==> config.mk <==
export PLATFORM = sky130hd
export DESIGN_NAME = keccak_squeeze
export DESIGN_NICKNAME = d
export VERILOG_FILES = /design/src/rtl/keccak_pkg.sv /design/src/rtl/keccak_lane_select.sv /design/src/rtl/keccak_squeeze.sv
export SDC_FILE = /design/constraint.sdc
export NUM_CORES = 2
export LEC_CHECK = 0
export ABC_AREA = 1
export BUFFER_PORTS_ARGS = -buffer_cell sky130_fd_sc_hd__buf_2
export CAP_MARGIN = 30
export CORE_AREA = 2 2 660 662
export DETAILED_ROUTE_END_ITERATION = 16
export DIE_AREA = 0 0 662 664
export GPL_TIMING_DRIVEN = 0
export PLACE_DENSITY = 0.36
export SETUP_SLACK_MARGIN = 0.05
export SYNTH_ARGS = -nofsm -noshare
export SYNTH_HDL_FRONTEND = slang
export SYNTH_SLANG_ARGS = --single-unit
==> constraint.sdc <==
create_clock -name clk -period 3.85 [get_ports clk]
set_clock_uncertainty 0.15 [all_clocks]
set_input_delay 0.5775 -clock clk [delete_from_list [all_inputs] [get_ports clk]]
set_output_delay 0.5775 -clock clk [all_outputs]
set_load 0.02 [all_outputs]
==> src/rtl/keccak_pkg.sv <==
// Shared Keccak squeeze definitions: the sponge-reader FSM states, default widths
// and the (x,y) -> lane index mapping.
package keccak_pkg;

    localparam int L_DEFAULT           = 6;
    localparam int RATE_LANES_SHA3_256 = 17;
    // Wide enough for any rate of up to 24 lanes.
    localparam int LANE_IDX_W          = 5;

    typedef enum logic [1:0] {
        IDLE       = 2'd0,
        WAIT_STATE = 2'd1,
        EMIT       = 2'd2,
        PERMUTE    = 2'd3
    } sq_state_e;

    function automatic int lane_index(input int x, input int y);
        return 5 * y + x;
    endfunction

endpackage

==> src/rtl/keccak_lane_select.sv <==
// Picks lane[lane_idx_i] out of the captured rate portion of the state.
// Optional byte reversal for big-endian consumers: KECCAK_SQUEEZE_BYTESWAP_EN.
module keccak_lane_select
    import keccak_pkg::*;
#(
    parameter int W          = 64,
    parameter int RATE_LANES = RATE_LANES_SHA3_256
)(
    input  logic [RATE_LANES*W-1:0] rate_i,
    input  logic [LANE_IDX_W-1:0]   lane_idx_i,
    output logic [W-1:0]            lane_o
);

    logic [W-1:0] lane_raw;

    // Only rate lanes appear in the mux, so capacity lanes can never be selected.
    always_comb begin
        lane_raw = '0;
        for (int k = 0; k < RATE_LANES; k++) begin
            if (lane_idx_i == LANE_IDX_W'(k)) begin
                lane_raw = rate_i[W*k +: W];
            end
        end
    end

`ifdef KECCAK_SQUEEZE_BYTESWAP_EN
    always_comb begin
        lane_o = '0;
        for (int i = 0; i < W / 8; i++) begin
            lane_o[8*i +: 8] = lane_raw[W-8-8*i +: 8];
        end
    end
`else
    assign lane_o = lane_raw;
`endif

endmodule

==> src/rtl/keccak_squeeze.sv <==
// Keccak sponge squeeze: captures a permuted state and streams its rate lanes,
// requesting further permutations until req_len lanes have been delivered.
module keccak_squeeze
    import keccak_pkg::*;
#(
    parameter int L          = L_DEFAULT,
    parameter int RATE_LANES = RATE_LANES_SHA3_256,
    parameter int LEN_W      = 16,
    localparam int W         = 1 << L,
    localparam int B         = 25 * W,
    localparam int RATE_W    = RATE_LANES * W
)(
    input  logic             clk,
    input  logic             rst,
    input  logic             start_i,
    input  logic [LEN_W-1:0] req_len_i,
    input  logic [B-1:0]     state_i,
    input  logic             state_valid_i,
    output logic             state_ready_o,
    output logic             permute_req_o,
    output logic [W-1:0]     out_data_o,
    output logic             out_valid_o,
    input  logic             out_ready_i,
    output logic             out_last_o,
    output logic             busy_o
);

    sq_state_e             state_q, state_d;
    logic [RATE_W-1:0]     rate_q;
    logic [LANE_IDX_W-1:0] lane_idx_q, lane_idx_d;
    logic [LEN_W-1:0]      remaining_q, remaining_d;
    logic                  capture;

    // The capacity portion of the state is never output.
    logic unused_capacity;
    assign unused_capacity = ^state_i[B-1:RATE_W];

    always_ff @(posedge clk) begin
        if (rst) begin
            state_q     <= IDLE;
            rate_q      <= '0;
            lane_idx_q  <= '0;
            remaining_q <= '0;
        end else begin
            state_q     <= state_d;
            lane_idx_q  <= lane_idx_d;
            remaining_q <= remaining_d;
            if (capture) begin
                rate_q <= state_i[RATE_W-1:0];
            end
        end
    end

    always_comb begin
        state_d     = state_q;
        lane_idx_d  = lane_idx_q;
        remaining_d = remaining_q;
        capture     = 1'b0;
        unique case (state_q)
            IDLE: begin
                if (start_i && (req_len_i != '0)) begin
                    remaining_d = req_len_i;
                    state_d     = WAIT_STATE;
                end
            end
            WAIT_STATE: begin
                if (state_valid_i) begin
                    capture    = 1'b1;
                    lane_idx_d = '0;
                    state_d    = EMIT;
                end
            end
            EMIT: begin
                if (out_ready_i) begin
                    remaining_d = remaining_q - LEN_W'(1);
                    // lane_idx wraps to 0 instead of running past the last rate lane.
                    if (remaining_q == LEN_W'(1)) begin
                        lane_idx_d = '0;
                        state_d    = IDLE;
                    end else if (lane_idx_q == LANE_IDX_W'(RATE_LANES - 1)) begin
                        lane_idx_d = '0;
                        state_d    = PERMUTE;
                    end else begin
                        lane_idx_d = lane_idx_q + LANE_IDX_W'(1);
                    end
                end
            end
            PERMUTE: begin
                state_d = WAIT_STATE;
            end
            default: state_d = IDLE;
        endcase
    end

    // All handshake outputs decode directly from the state register.
    assign state_ready_o = (state_q == WAIT_STATE);
    assign permute_req_o = (state_q == PERMUTE);
    assign out_valid_o   = (state_q == EMIT);
    assign out_last_o    = (state_q == EMIT) && (remaining_q == LEN_W'(1));
    assign busy_o        = (state_q != IDLE);

    keccak_lane_select #(
        .W          (W),
        .RATE_LANES (RATE_LANES)
    ) u_lane_select (
        .rate_i     (rate_q),
        .lane_idx_i (lane_idx_q),
        .lane_o     (out_data_o)
    );

endmodule
### After elaboration in Yosys (flattened, before gate mapping)

Index checks and enable logic that the tools add are counted.

| word-level totals | value |
|---|---|
| register bits | 1111 |
| bits of input ports | 1621 |
| output and inout bits | 69 |
| logic and storage cells | 74 |

| operators by class | value |
|---|---|
| add/sub/neg operators | 2 |
| equal/unequal tests | 24 |
| mux-type cells | 33 |
| reductions and logical operators | 11 |

Operator list:

| kind | count |
|---|---|
| $mux W64 | 17 |
| $eq A5 B4 Y1 const B | 8 |
| $mux W16 | 2 |
| $pmux W16 S2 | 1 |
| $eq A5 B3 Y1 const B | 4 |
| $mux W5 | 4 |
| $eq A16 B1 Y1 const B | 1 |
| $reduce_bool A16 Y1 | 1 |
| $sub A16 B1 Y16 const B | 1 |
| $eq A5 B2 Y1 const B | 2 |
| $mux W2 | 5 |
| $pmux W5 S2 | 1 |
| $pmux W2 S4 | 1 |
| $reduce_and A3 Y1 | 2 |
| $reduce_bool A2 Y1 | 3 |
| $add A5 B1 Y5 const B | 1 |
| $eq A5 B1 Y1 const B | 1 |
| $eq A5 B5 Y1 const B | 1 |
| $logic_not A5 Y1 | 1 |
| $eq A2 B2 Y1 const B | 2 |
| $ne A2 B2 Y1 const B | 2 |
| $reduce_and A4 Y1 | 1 |
| $ne A3 B1 Y1 const B | 1 |
| $eq A2 B1 Y1 const B | 1 |
| 4 further kinds | 6 |

### Depth between registers and ports, before layout

| depth | value |
|---|---|
| depth in word-level cells | 18 |
| gate-level depth with buffers | 26 |
| mapped depth without buffers | 24 |

### Hierarchy

Synthesis repeated with hierarchy kept, for this count alone.

| unflattened totals | value |
|---|---|
| cells, all modules | 7033 |
| area total of the unflattened synthesis | 47717.0 sq um |

By module, submodules not included:

| module | times used | cells an instance | area an instance (sq um) | sequential area each (sq um) |
|---|---|---|---|---|
| keccak_squeeze | 1 | 5008 | 38655.8 | 22241.3 |
| keccak_lane_select | 1 | 2025 | 9061.2 | 0.0 |

### Least setup slack after synthesis

Ideal clock, no wire load.

| timing | value |
|---|---|
| kind | reg2out |
| start point | reg lane_idx_q[0] |
| end point | out out_data_o[5] |
| arrival time | 2.294 ns |
| required time | 3.122 ns |
| setup slack | 0.828 ns |
| cell stages (with the launch flop) | 24 |
| buffers on the path | 2 |
| path through | dfxtp_1 inv_1 ha_1 inv_1 nor2_4 nand2_1 buf_4 buf_2 o21ai_0 inv_1 nand2_1 nand2_1 nand2_1 nand2_1 nand3_1 nand3_1 nand2_1 nand3_1 nand3_1 nand3_1 nand2_1 nand2_1 nand2_1 a21oi_1 |

| between the ends | value |
|---|---|
| cells in the longest elaborated chain, start to end | 18 |
| elaborated cells on any way between the ends | 34 |
| classes of those cells | eq/ne (16); mux (17); reduce/logical (1) |

Ends and longest elaborated chain:

| item | RTL line | RTL |
|---|---|---|
| from (decl) | keccak_squeeze.sv:30 | `logic [LANE_IDX_W-1:0] lane_idx_q, lane_idx_d;` |
| from (signal assigned) | keccak_squeeze.sv:46 | `lane_idx_q <= lane_idx_d;` |
| $logic_not A5 Y1 | keccak_lane_select.sv:20 | `if (lane_idx_i == LANE_IDX_W'(k)) begin` |
| $mux W64 (16 in series) | keccak_lane_select.sv:20 |  |
| $mux W64 * | keccak_lane_select.sv:20 |  |
| to (decl) | keccak_squeeze.sv:21 | `output logic [W-1:0] out_data_o,` |

Mark *: on every way between the ends. The rest lies on a longest branch, timed or not.

### Final worst setup path

| timing | value |
|---|---|
| start point | reg lane_idx_q[0] |
| end point | out out_data_o[38] |

Same word-level chain as after synthesis.

==> results.toml <==
[routing]
viasPerCell = 3.87
drt_iter0_markers = 5453
drtAntennaViolNets = 0
dr.pass1.iters = 5
vias = 63400
dr_wl_met2_mm = 181
wl_met1_mm = 203
routed_wl_mm = 424
wl_per_cell_um = 25.8
remaining_drc_errors = 0
highest_layer = "met5"
route.met3.wl_mm = 25.2

[synthesis]
synth_area_leaders = "dfxtp_1, nor2_1, o21ai_0, nand2_1, clkbuf_1"
ys.flop_type = "dfxtp_1"
synth_nets = 9555
avgSynthCellArea_um2 = 6.43
ys_seq_elements = 1111
synth_edf_count = 0
synth.most_common_cell = "nor2_1"
yosys.area.top_type = "dfxtp_1"
yosysSeqAreaShare_pct = 43.7
synth_commonest_cells = "nor2_1, nand2_1, o21ai_0"
syn-instance-count = 7923
async_reset_ff_share_pct = 0
ys_types = 37
syn_area_um2 = 51000
yosys_warnings = 0
synth_top_area_share_pct = 43.7

[grt]
antenna_found_initial = 144
grt-ovfl-total = 0
grt_pass1_wl_mm = 543
grt.total_usage_pct = 18.4
grt_pass1_vias = 60400
grt_max_degree = 17

[sta]
setup-violations-final = 64
grt_setup_unrepaired = "true"
tightest_slew_ns = 1.08
relSlewSlack_pct = 28.0
setup_ws_ns = -1.37
hold_viol = 0
max_freq_mhz = 192
layout_min_cycle_time_ns = 5.22
setup_tns_ns = -71.30
final_max_slew_viol_count = 0
finalCritPeriodShare_pct = 136

[die]
fp.dieH_um = 664
die_area_um2 = 440000
rows = 242
initial_core_util_pct = 11.8
core_area_um2 = 433000
io-pin-count = 1690
die_x_um = 662

[final_layout]
postLayoutCoreUtil_pct = 20.6
final_cells = 16400
drive_gt1_share_pct = 25.8
num-nets-final = 12100
synthToLayoutAreaGrowth_pct = 75.3

[placement]
numPortBuffers = 1177
dp_cells = 14900
gp_congestion = 0.916
dp_hpwl_mm = 357

[pwr]
ir_drop_v = 0.000425
cellPowerDensity_nw_per_um2 = 746
power.leakage_nw = 36.7
p_total_mw = 66.6

[critical_path]
worst_ep_required_time_ns = 3.12
end_kind = "output pin"
start_kind = "register"
worstPathMaxFanout = 6
worstSetupPathType = "register to output pin"
arrival_ns = 4.49

[outcome]
violations = "setup timing"
status = "finished with violations"

[flow_run]
max-cap-violations = 0

[clocking]
cts_buffer_depth = 4
numCtsBuffers = 149
root_buffer = "clkbuf_16"
clk_latency_ns = 0.84
clkTransAtPathRegs_ns = 0.05
cts.sinks = 1111
h-tree-depth = 4
cts_tree = "done"

[worst_hold_path]
hold_class = "input port to register"
## logic make-up after synthesis
| family | after synthesis | share of synthesized area [%] |
|---|---|---|
| buffers and inverters | 1014 | 7.80 |
| AND/OR/NAND/NOR | 4396 | 34.4 |
| XOR/XNOR | 4 | 0.0688 |
| adder cells (fa/ha/maj) | 11 | 0.270 |
| AO/OA/AOI/OAI | 1387 | 13.8 |
| flip-flops | 1111 | 43.7 |
## metal layers
metal / track usage [%] / vias up
li1: - / 30200
met1: 26.1 / 29900
met2: 28.3 / 2601
met3: 2.93 / 603
met4: 5.51 / 36
met5: 0 / -
## per-stage QoR
| stage | cell area, um2 | hold slack [ns] | setup WS [ns] |
|---|---|---|---|
| 3_5_place_dp | 64600 | 0.309 | -2.91 |
| 2_1_floorplan | 51000 | 0.280 | 0.828 |
| 5_1_grt | 89200 | 0.0561 | -1.44 |
| 3_3_place_gp | 64000 | 0.307 | -3.22 |
| 4_1_cts | 86700 | 0.000172 | -1.53 |
| 6_report | 89300 | 0.0632 | -1.37 |
## sequential cells by signal, summed over array words and instances, names as in the netlist
signal,flops
remaining_q,16
lane_idx_q,5
rate_q,1088
state_q,2
## cell type report
| class | count | area, um2 |
|---|---|---|
| multi-input cells | 5798 | 31100 |
| flip-flops and latches | 1111 | 22300 |
| inverters | 442 | 1710 |
| diodes | 67 | 168 |
| fillers | 49000 | 343000 |
| repair inverters | 1 | 11.3 |
| clock buffers | 207 | 4220 |
| clock inverters | 49 | 512 |
| repair buffers | 2412 | 19100 |
| well taps | 5734 | 7170 |
| plain buffers | 570 | 3140 |
## power by group
group          internal, mW  switching, mW  leakage (nW)
Sequential             14.3           2.02          9.09
Clock                  8.09           6.12          2.33
Combinational          11.8           24.3          25.3
Total                  34.2           32.5          36.7
## worst max-delay path, stage by stage, from the launching register on
cell,delay (ns)
dfxtp_4,0.38
buf_6,0.11
ha_4,0.16
nand2_8,0.09
nor2_4,0.26
buf_6,0.17
buf_8,0.12
buf_6,0.12
nand2_1,0.06
nand3_2,0.11
nand2_4,0.07
nand2_4,0.08
nand2_2,0.07
nand2_4,0.08
nand3_4,0.23
nand4_1,0.41
nand3_4,0.30
nand2_2,0.14
nand2_2,0.07
nand4_1,0.11
nand2_1,0.08
nand2_2,0.08
nand2_2,0.07
nand2_2,0.07
buf_6,0.12
## final timing paths
| kind | cells after the start | slack [ns] | from | endpoint |
|---|---|---|---|---|
| max | 24 | -1.37 | lane_idx_q[0]$_SDFFE_PP0P_ | out_data_o[38] |
| min | 3 | 0.06 | state_i[470] | rate_q[470]$_SDFFE_PP0P_ |
| max reg2reg | 12 | 0.23 | state_q[1]$_SDFFE_PP0P_ | rate_q[658]$_SDFFE_PP0P_ |
| min reg2reg | 2 | 0.32 | remaining_q[5]$_SDFFE_PP0P_ | remaining_q[5]$_SDFFE_PP0P_ |
## cells in the final DEF (no fill, tap or decap), drive strengths merged, types with 22 or more instances in the layout
cell type       n
nor2         2336
nand2        1515
buf          1431
o21ai        1311
dfxtp        1111
dlygate4sd3  1068
clkbuf        686
inv           447
nand3         327
or2           134
diode          67
nand4          48
a21oi          46
clkinv         34
nand3b         22
## what timing repair did
item / 4_1_cts / 5_1_grt
endpoints found under the setup margin: 144 / 147
pin swaps: 393 / 527
setup buffers: 54 / 73
gates resized for setup: 1498 / 491
hold buffers: 1068 / 0
endpoints found under the hold margin: 1067 / 0
cloned: 5 / 1
Power figures use the tool's default switching activity.
